**src/rtl/fetch_unit_if.sv**
```systemverilog
// -----------------------------------------------------------------------------
// fetch_unit_if
// Bundles the fetch stage's instruction-memory port, its decode-side handshake
// and the redirect inputs coming back from the controller.
//   master : the fetch unit (drives the imem request and the instruction side)
//   slave  : the environment (instruction memory plus downstream controller)
// Signals:
//   imem_req_o/imem_addr_o       fetch request pulse and word address
//   imem_rvalid_i/imem_rdata_i   memory response
//   instr_valid_o/instr_ready_i  instruction handshake toward decode
//   instr_o/pc_o                 fetched word and its PC
//   op_code_o/funct3_o/fnc7_h20_o  decoded field slices of instr_o
//   redirect_i/redirect_pc_i     taken control-flow target for the held instr
//   fetch_err_o                  sticky misaligned-target error
// -----------------------------------------------------------------------------
interface fetch_unit_if;
  logic        imem_req_o;
  logic [31:0] imem_addr_o;
  logic        imem_rvalid_i;
  logic [31:0] imem_rdata_i;
  logic        instr_valid_o;
  logic        instr_ready_i;
  logic [31:0] instr_o;
  logic [31:0] pc_o;
  logic [6:0]  op_code_o;
  logic [2:0]  funct3_o;
  logic        fnc7_h20_o;
  logic        redirect_i;
  logic [31:0] redirect_pc_i;
  logic        fetch_err_o;

  modport master (
    output imem_req_o, imem_addr_o, instr_valid_o, instr_o, pc_o,
           op_code_o, funct3_o, fnc7_h20_o, fetch_err_o,
    input  imem_rvalid_i, imem_rdata_i, instr_ready_i, redirect_i, redirect_pc_i
  );

  modport slave (
    input  imem_req_o, imem_addr_o, instr_valid_o, instr_o, pc_o,
           op_code_o, funct3_o, fnc7_h20_o, fetch_err_o,
    output imem_rvalid_i, imem_rdata_i, instr_ready_i, redirect_i, redirect_pc_i
  );
endinterface

```
**src/rtl/fetch_unit.sv**
```systemverilog
// -----------------------------------------------------------------------------
// fetch_unit
// Instruction fetch stage feeding the decode controller. Holds the PC, issues
// one request per instruction on the imem port, waits for the response, then
// holds the instruction (with decoded op_code/funct3/funct7[5]) until decode
// accepts it. On acceptance the next PC is either PC+4 (wrapping) or the
// redirect target; a misaligned next PC parks the unit in a sticky error state.
// Ports:
//   clk_i  : clock, rising edge
//   rst_i  : synchronous active-high reset, highest priority in every state
//   bus    : fetch_unit_if.master (imem port, decode handshake, redirect, error)
// Parameter:
//   RESET_PC : word-aligned PC loaded on reset
// -----------------------------------------------------------------------------
module fetch_unit #(
  parameter logic [31:0] RESET_PC = 32'h0000_0000
) (
  input  logic         clk_i,
  input  logic         rst_i,
  fetch_unit_if.master bus
);

  localparam logic [2:0] ST_IDLE = 3'd0;
  localparam logic [2:0] ST_REQ  = 3'd1;
  localparam logic [2:0] ST_WAIT = 3'd2;
  localparam logic [2:0] ST_HOLD = 3'd3;
  localparam logic [2:0] ST_ERR  = 3'd4;

  localparam logic [31:0] NOP_INSTR = 32'h0000_0013;

  logic [2:0]  state_r;
  logic [2:0]  state_s;
  logic [31:0] pc_r;
  logic [31:0] pc_s;
  logic [31:0] instr_r;
  logic [31:0] instr_s;
  logic [31:0] next_pc_s;
  logic        req_r;
  logic        valid_r;
  logic        err_r;

  // Next-state, next-PC selection and response capture.
  always_comb begin
    state_s   = state_r;
    pc_s      = pc_r;
    instr_s   = instr_r;
    // Redirect only matters on the HOLD+ready path below; elsewhere unused.
    next_pc_s = bus.redirect_i ? bus.redirect_pc_i : (pc_r + 32'd4);
    case (state_r)
      ST_IDLE: begin
        state_s = ST_REQ;
      end
      ST_REQ: begin
        state_s = ST_WAIT;
      end
      ST_WAIT: begin
        if (bus.imem_rvalid_i) begin
          instr_s = bus.imem_rdata_i;
          state_s = ST_HOLD;
        end else begin
          state_s = ST_WAIT;
        end
      end
      ST_HOLD: begin
        if (bus.instr_ready_i) begin
          // A misaligned target is never loaded: PC keeps the faulting instr.
          if (next_pc_s[1:0] != 2'b00) begin
            state_s = ST_ERR;
          end else begin
            pc_s    = next_pc_s;
            state_s = ST_REQ;
          end
        end else begin
          state_s = ST_HOLD;
        end
      end
      ST_ERR: begin
        state_s = ST_ERR;
      end
      default: begin
        // Corrupted encoding: stop fetching and flag it rather than guess.
        state_s = ST_ERR;
      end
    endcase
  end

  // State, PC, instruction and the registered per-state output flags.
  always_ff @(posedge clk_i) begin
    if (rst_i) begin
      state_r <= ST_IDLE;
      pc_r    <= RESET_PC;
      instr_r <= NOP_INSTR;
      req_r   <= 1'b0;
      valid_r <= 1'b0;
      err_r   <= 1'b0;
    end else begin
      state_r <= state_s;
      pc_r    <= pc_s;
      instr_r <= instr_s;
      // Flags are decoded from the next state so they are plain flops.
      req_r   <= (state_s == ST_REQ);
      valid_r <= (state_s == ST_HOLD);
      err_r   <= (state_s == ST_ERR);
    end
  end

  assign bus.imem_req_o    = req_r;
  assign bus.imem_addr_o   = pc_r;
  assign bus.instr_valid_o = valid_r;
  assign bus.instr_o       = instr_r;
  assign bus.pc_o          = pc_r;
  assign bus.op_code_o     = instr_r[6:0];
  assign bus.funct3_o      = instr_r[14:12];
  assign bus.fnc7_h20_o    = instr_r[30];
  assign bus.fetch_err_o   = err_r;

endmodule

```
**src/flat_wrapper.sv**
```systemverilog
// flat-port wrapper written by rule: the top's interface ports become plain ports
module fetch_unit_flat 
#(
  parameter logic [31:0] RESET_PC = 32'h0000_0000
)
  (clk_i, rst_i, bus_imem_req_o, bus_imem_addr_o, bus_instr_valid_o, bus_instr_o, bus_pc_o, bus_op_code_o, bus_funct3_o, bus_fnc7_h20_o, bus_fetch_err_o, bus_imem_rvalid_i, bus_imem_rdata_i, bus_instr_ready_i, bus_redirect_i, bus_redirect_pc_i);
  fetch_unit_if bus_i ();
  input  logic clk_i;
  input  logic rst_i;
  output wire logic [$bits(bus_i.imem_req_o)-1:0] bus_imem_req_o;
  output wire logic [$bits(bus_i.imem_addr_o)-1:0] bus_imem_addr_o;
  output wire logic [$bits(bus_i.instr_valid_o)-1:0] bus_instr_valid_o;
  output wire logic [$bits(bus_i.instr_o)-1:0] bus_instr_o;
  output wire logic [$bits(bus_i.pc_o)-1:0] bus_pc_o;
  output wire logic [$bits(bus_i.op_code_o)-1:0] bus_op_code_o;
  output wire logic [$bits(bus_i.funct3_o)-1:0] bus_funct3_o;
  output wire logic [$bits(bus_i.fnc7_h20_o)-1:0] bus_fnc7_h20_o;
  output wire logic [$bits(bus_i.fetch_err_o)-1:0] bus_fetch_err_o;
  input wire logic [$bits(bus_i.imem_rvalid_i)-1:0] bus_imem_rvalid_i;
  input wire logic [$bits(bus_i.imem_rdata_i)-1:0] bus_imem_rdata_i;
  input wire logic [$bits(bus_i.instr_ready_i)-1:0] bus_instr_ready_i;
  input wire logic [$bits(bus_i.redirect_i)-1:0] bus_redirect_i;
  input wire logic [$bits(bus_i.redirect_pc_i)-1:0] bus_redirect_pc_i;
  assign bus_imem_req_o = bus_i.imem_req_o;
  assign bus_imem_addr_o = bus_i.imem_addr_o;
  assign bus_instr_valid_o = bus_i.instr_valid_o;
  assign bus_instr_o = bus_i.instr_o;
  assign bus_pc_o = bus_i.pc_o;
  assign bus_op_code_o = bus_i.op_code_o;
  assign bus_funct3_o = bus_i.funct3_o;
  assign bus_fnc7_h20_o = bus_i.fnc7_h20_o;
  assign bus_fetch_err_o = bus_i.fetch_err_o;
  assign bus_i.imem_rvalid_i = bus_imem_rvalid_i;
  assign bus_i.imem_rdata_i = bus_imem_rdata_i;
  assign bus_i.instr_ready_i = bus_instr_ready_i;
  assign bus_i.redirect_i = bus_redirect_i;
  assign bus_i.redirect_pc_i = bus_redirect_pc_i;
  fetch_unit #(.RESET_PC(RESET_PC)) u_core (.clk_i(clk_i), .rst_i(rst_i), .bus(bus_i));
endmodule
```
**config.mk**
```make
export PLATFORM = sky130hd
export DESIGN_NAME = fetch_unit_flat
export DESIGN_NICKNAME = d
export VERILOG_FILES = /design/src/rtl/fetch_unit_if.sv /design/src/rtl/fetch_unit.sv /design/src/flat_wrapper.sv
export SDC_FILE = /design/constraint.sdc
export NUM_CORES = 1
export LEC_CHECK = 0
export CAP_MARGIN = 20
export CORE_MARGIN = 4
export CORE_UTILIZATION = 35
export DETAILED_ROUTE_END_ITERATION = 6
export GPL_ROUTABILITY_DRIVEN = 0
export PLACE_DENSITY = 0.73
export SETUP_SLACK_MARGIN = 0.4
export SYNTH_ARGS = -nofsm -noshare
export SYNTH_HDL_FRONTEND = slang
export SYNTH_SLANG_ARGS = --single-unit
```
**constraint.sdc**
```tcl
create_clock -name clk_i -period 2.55 [get_ports clk_i]
set_input_delay 0.255 -clock clk_i [delete_from_list [all_inputs] [get_ports clk_i]]
set_output_delay 0.255 -clock clk_i [all_outputs]
set_load 0.05 [all_outputs]
```
After elaboration in Yosys (flattened, before gate mapping)
Cells that the tools add are included.
{"block": "totals", "reg_bits": 70, "inputBits": 69, "output_inout_bits": 110, "wordCells": 23}
{"block": "op_classes", "add_sub_neg": 1, "eq_ne": 6, "muxes": 5, "n_bitwise": 1, "n_reduce_logical": 4}
{"op": "32-bit by 3-bit adder with 32-bit output (second input constant)", "count": 1}
{"op": "32-bit two-way mux", "count": 1}
{"op": "3-bit one-hot mux with 4 select lines", "count": 1}
{"op": "3-bit by 2-bit == test with 1-bit output (second input constant)", "count": 3}
{"op": "3-bit by 1-bit == test with 1-bit output (second input constant)", "count": 2}
{"op": "3-bit two-way mux", "count": 2}
{"op": "3-bit == test (second input constant)", "count": 1}
{"op": "3-bit zero test", "count": 1}
{"op": "3-bit AND reduction", "count": 1}
{"op": "2-bit AND reduction", "count": 1}
{"op": "2-bit nonzero test", "count": 1}
{"op": "1-bit two-way mux", "count": 1}
{"op": "1-bit NOT", "count": 1}

Longest topological paths before layout
{"block": "logic_depth", "word_depth": 7, "mapped_depth": 7, "ltp_nobuf": 6}

Worst setup path before layout
No wires, ideal clock.
{"block": "synth_timing", "path_kind": "reg-to-reg", "from": "register u_core.pc_r[10] (netlist: u_core.bus.imem_addr_o[10])", "to": "register u_core.pc_r[31] (netlist: u_core.bus.imem_addr_o[31])", "setup_time_ns": 0.074, "arrival_time_ns": 2.162, "t_required_ns": 2.476, "path_slack_ns": 0.313, "stages_incl_launch_ff": 8, "path_buffers": 2, "synth_period_minus_slack_ns": 2.237, "path_cell_list": "dfxtp_1 -> clkbuf_2 -> and4_1 -> and4_1 -> clkbuf_2 -> nand2_1 -> or4_1 -> a31oi_1"}
{"block": "synth_via", "elab_chain_len": 2}
{"item": "start: declaration", "line": "fetch_unit.sv:33", "text": "logic [31:0] pc_r;"}
{"item": "start signal: assignment", "line": "fetch_unit.sv:98", "text": "pc_r <= pc_s;"}
{"item": "32-bit by 3-bit adder with 32-bit output", "line": "fetch_unit.sv:48", "text": "next_pc_s = bus.redirect_i ? bus.redirect_pc_i : (pc_r + 32'd4);"}
{"item": "32-bit two-way mux", "line": "fetch_unit.sv:48"}
Every way passes these cells.
A chain may end at the register's enable or synchronous reset.

Worst setup path in the final report
{"block": "layout_timing", "from": "register u_core.pc_r[6] (netlist: u_core.bus.imem_addr_o[6])", "to": "output port bus_pc_o[6]"}
{"item": "end: declaration", "line": "flat_wrapper.sv:14", "text": "output wire logic [$bits(bus_i.pc_o)-1:0] bus_pc_o;"}
No word-level cell between the ends.

==> flow_summary_export.csv <==
group,metric,value,unit
status,status,"finished, final reports clean",
route,drc_errors,0,
final_layout,drive_gt1_frac,0.0715,
placed_design,hpwl,8890,um
setup_path,cp_top_family,"buffers and inverters",
synth,yosys.area_share.simple,0.279,
route,via_per_inst,5.33,
min_path,hp-class,"in -> reg",
route,routedWlPerCell,16.3,um
synth,synthArstFlopShare,0,
synth,yosys.area_share.adder,0.00339,
cts,cts_tree,"built",
setup_path,reg2reg_from,"u_core.bus.imem_addr_o[18]",
synth,syn_inst,487,
timing,finalHoldViolCount,0,
final_layout,multi_input_area,0.00183,mm^2
synth,synth_edf_count,0,
timing,rsz0062_at_grt,"false",
timing,fmax,0.486,GHz
setup_path,crit_type,"reg -> out",
setup_path,crit_path_cell_trace,"clkdlybuf4s50_1",
setup_path,setup.worst_path.start,"u_core.bus.imem_addr_o[6]",
die,rows,37,
die,core_area,0.0103,mm^2
cts,post_cts_buffers,0,
setup_path,regToRegEndpoint,"u_core.bus.imem_addr_o[31]",
min_path,hold_depth,2,
timing,holdWs,0.338,ns
synth,synth.avg_cell_area,7.58,um^2
cts,cts_root_buffer,"clkbuf_8",
setup_path,arrival,1.80,ns
synth,synth-main-ff-cell,"dfxtp_1",
cts,ctsHoldBuffers,0,
cts,htreeDepth,3,
synth,yosys_register_bits,70,
global_route,antenna_found_initial,0,
synth,synth-xor-area-share,0,
setup_path,cpPeakStageDelay,0.89,ns
die,die_w,111,um
global_route,grt_usage,0.191,
min_path,min_from,"rst_i",
setup_path,crit_path_max_fanout,13,
power_and_ir_drop,vdd_ir_drop_max,307,uV
timing,setup_viol,0,
setup_path,reg2reg_depth,5,
run,cap_violations,0,
timing,fin_crit_sh,0.807,
synth,synth_nets,557,
timing,fin_setup_tns,0,ns
global_route,gr-total-overflow,0,
global_route,grt_pass1_wl,19500,um
cts,clock_path_buffers,2,
synth,syn_area,0.00369,mm^2
setup_path,worst-path-buf-inv,1,
timing,clock_skew,0.0148,ns
final_layout,syn_to_final_growth,49.4,%
die,start_util,0.359,
power_and_ir_drop,leakage,1.84,nW
synth,synthDistinctLibCells,52,
synth,synth_compound_area_frac,0.194,
setup_path,cpMaxStageDelayCell,"clkdlybuf4s50_1",
die,io_pins,179,
synth,ys_seq_area_frac,0.380,
setup_path,critPathLaunchType,"register",
route,vias,4000,
route,ant_nets,0,
route,drt-total-wl,12300,um
setup_path,cp.required,2.30,ns
synth,synthMuxAreaShare,0.0115,
final_layout,n_antenna_cell,0,
route,dr.pass1.iters,5,
timing,fin_crit,2.06,ns
cts,cts.clk_slew.worst_paths,0.09,ns
cts,clock_sinks,70,
synth,synth_top_family_by_area,"simple AND/OR/NAND/NOR gates",
synth,ys_warn_count,0,
die,dieArea,0.0122,mm^2
timing,worst_pin_slew,0.652,ns
setup_path,r2r_slack,0.53,ns
cts,clk_latency,0.35,ns
min_path,worstHoldEndpoint,"u_core.bus.imem_addr_o[18]",
power_and_ir_drop,p_per_area,481,mW/mm^2
final_layout,fill_cells,985,
cts,cts_buffers,9,
final_layout,final-seq-area,0.00141,mm^2
timing,slew_violations,0,
route,drt_iter0_markers,246,
global_route,grt_max_degree,51,
timing,maxSlewHeadroom,0.563,
placed_design,port_buffers,178,
final_layout,nets,680,
cts,post_cts_resized,0,
die,die_h,111,um
global_route,grt_pass1_vias,3820,
setup_path,cp-end-kind,"output port",
[logic make-up (layout without fill, tap and decap cells)]
| kind of cell | Yosys count | in the layout |
|---|---|---|
| adder cells (fa/ha/maj) | 1 | 1 |
| buffers and inverters | 84 | 212 |
| multiplexers | 4 | 4 |
| AND/OR/NAND/NOR | 214 | 214 |
| flip-flops | 70 | 70 |
| AO/OA/AOI/OAI | 114 | 114 |
[worst max path at each step]
stage,to,slack (ns),cells past startpoint
4_1_cts,bus_pc_o[6],0.45,1
6_report,bus_pc_o[6],0.49,1
5_1_grt,u_core.bus.imem_addr_o[31],0.38,5
2_1_floorplan,u_core.bus.imem_addr_o[31],0.38,6
3_3_place_gp,u_core.bus.imem_addr_o[31],0.26,6
3_5_place_dp,u_core.bus.imem_addr_o[31],0.24,6
[sequential cells by signal (all words and copies together), names as in the netlist]
register,flops
u_core.bus.instr_valid_o,1
u_core.bus.imem_req_o,1
u_core.state_r,3
u_core.bus.fetch_err_o,1
u_core.bus.instr_o,32
u_core.bus.imem_addr_o,32
[cell usage in the layout (no fill, tap or decap), types with 3 or more instances in the layout]
cell / count
clkdlybuf4s50_1: 175
nand2_1: 93
dfxtp_1: 62
a21oi_1: 48
nor2_1: 28
nand3_1: 20
o21ai_0: 17
nand4_1: 16
nor3_1: 14
and3_1: 10
clkbuf_8: 10
buf_4: 10
a31oi_1: 9
and4_1: 8
dfxtp_2: 8
inv_1: 6
nor4_1: 6
o211ai_1: 4
o22ai_1: 4
a211oi_1: 4
a32o_1: 4
or3_1: 3
o31ai_1: 3
a22oi_1: 3
o41ai_1: 3
[where the power goes]
group	switching, mW	leakage (nW)	internal, mW
registers	0.0366	0.571	1.13
logic	0.311	1.17	0.222
clock network	0.466	0.103	0.486
total	0.814	1.84	1.84
[cell type report]
cell class                 count  area share
clock buffer                  10      0.0250
sequential                    70       0.256
inverter                       7     0.00477
clock inverter                 6      0.0125
multi-input combinational    333       0.332
tap                          136      0.0309
timing repair buffer         189       0.339
[cells in the mapped netlist (6+ instances only)]
cell type,count,share of area
inv_1,6,0.0061
a21oi_1,48,0.065
nor3_1,14,0.019
clkbuf_1,23,0.023
and4_1,8,0.019
and3_1,10,0.017
nor2_1,28,0.028
nand3_1,20,0.027
nand2_1,93,0.095
buf_4,44,0.090
nand4_1,16,0.027
o21ai_0,17,0.023
nor4_1,7,0.012
dfxtp_1,70,0.38
a31oi_1,9,0.015
[metal layers]
| layer | global-route usage | share of wire |
|---|---|---|
| met1 | 0.246 | 0.42 |
| met2 | 0.309 | 0.49 |
| met3 | 0.0519 | 0.068 |
| met4 | 0.0665 | 0.026 |
| met5 | 0 | 0 |
[metrics by stage]
step,setup slack (ns),power [mW],std cells,area [um^2],util
4_1_cts,0.449,2.66,751,5500,0.535
6_report,0.492,2.65,751,5510,0.536
3_3_place_gp,0.259,1.72,735,5300,0.515
2_1_floorplan,0.383,1.50,487,3700,-
3_5_place_dp,0.235,1.73,735,5300,0.515
5_1_grt,0.384,2.76,751,5510,0.536
No activity file was read; power rests on OpenSTA's default activity.
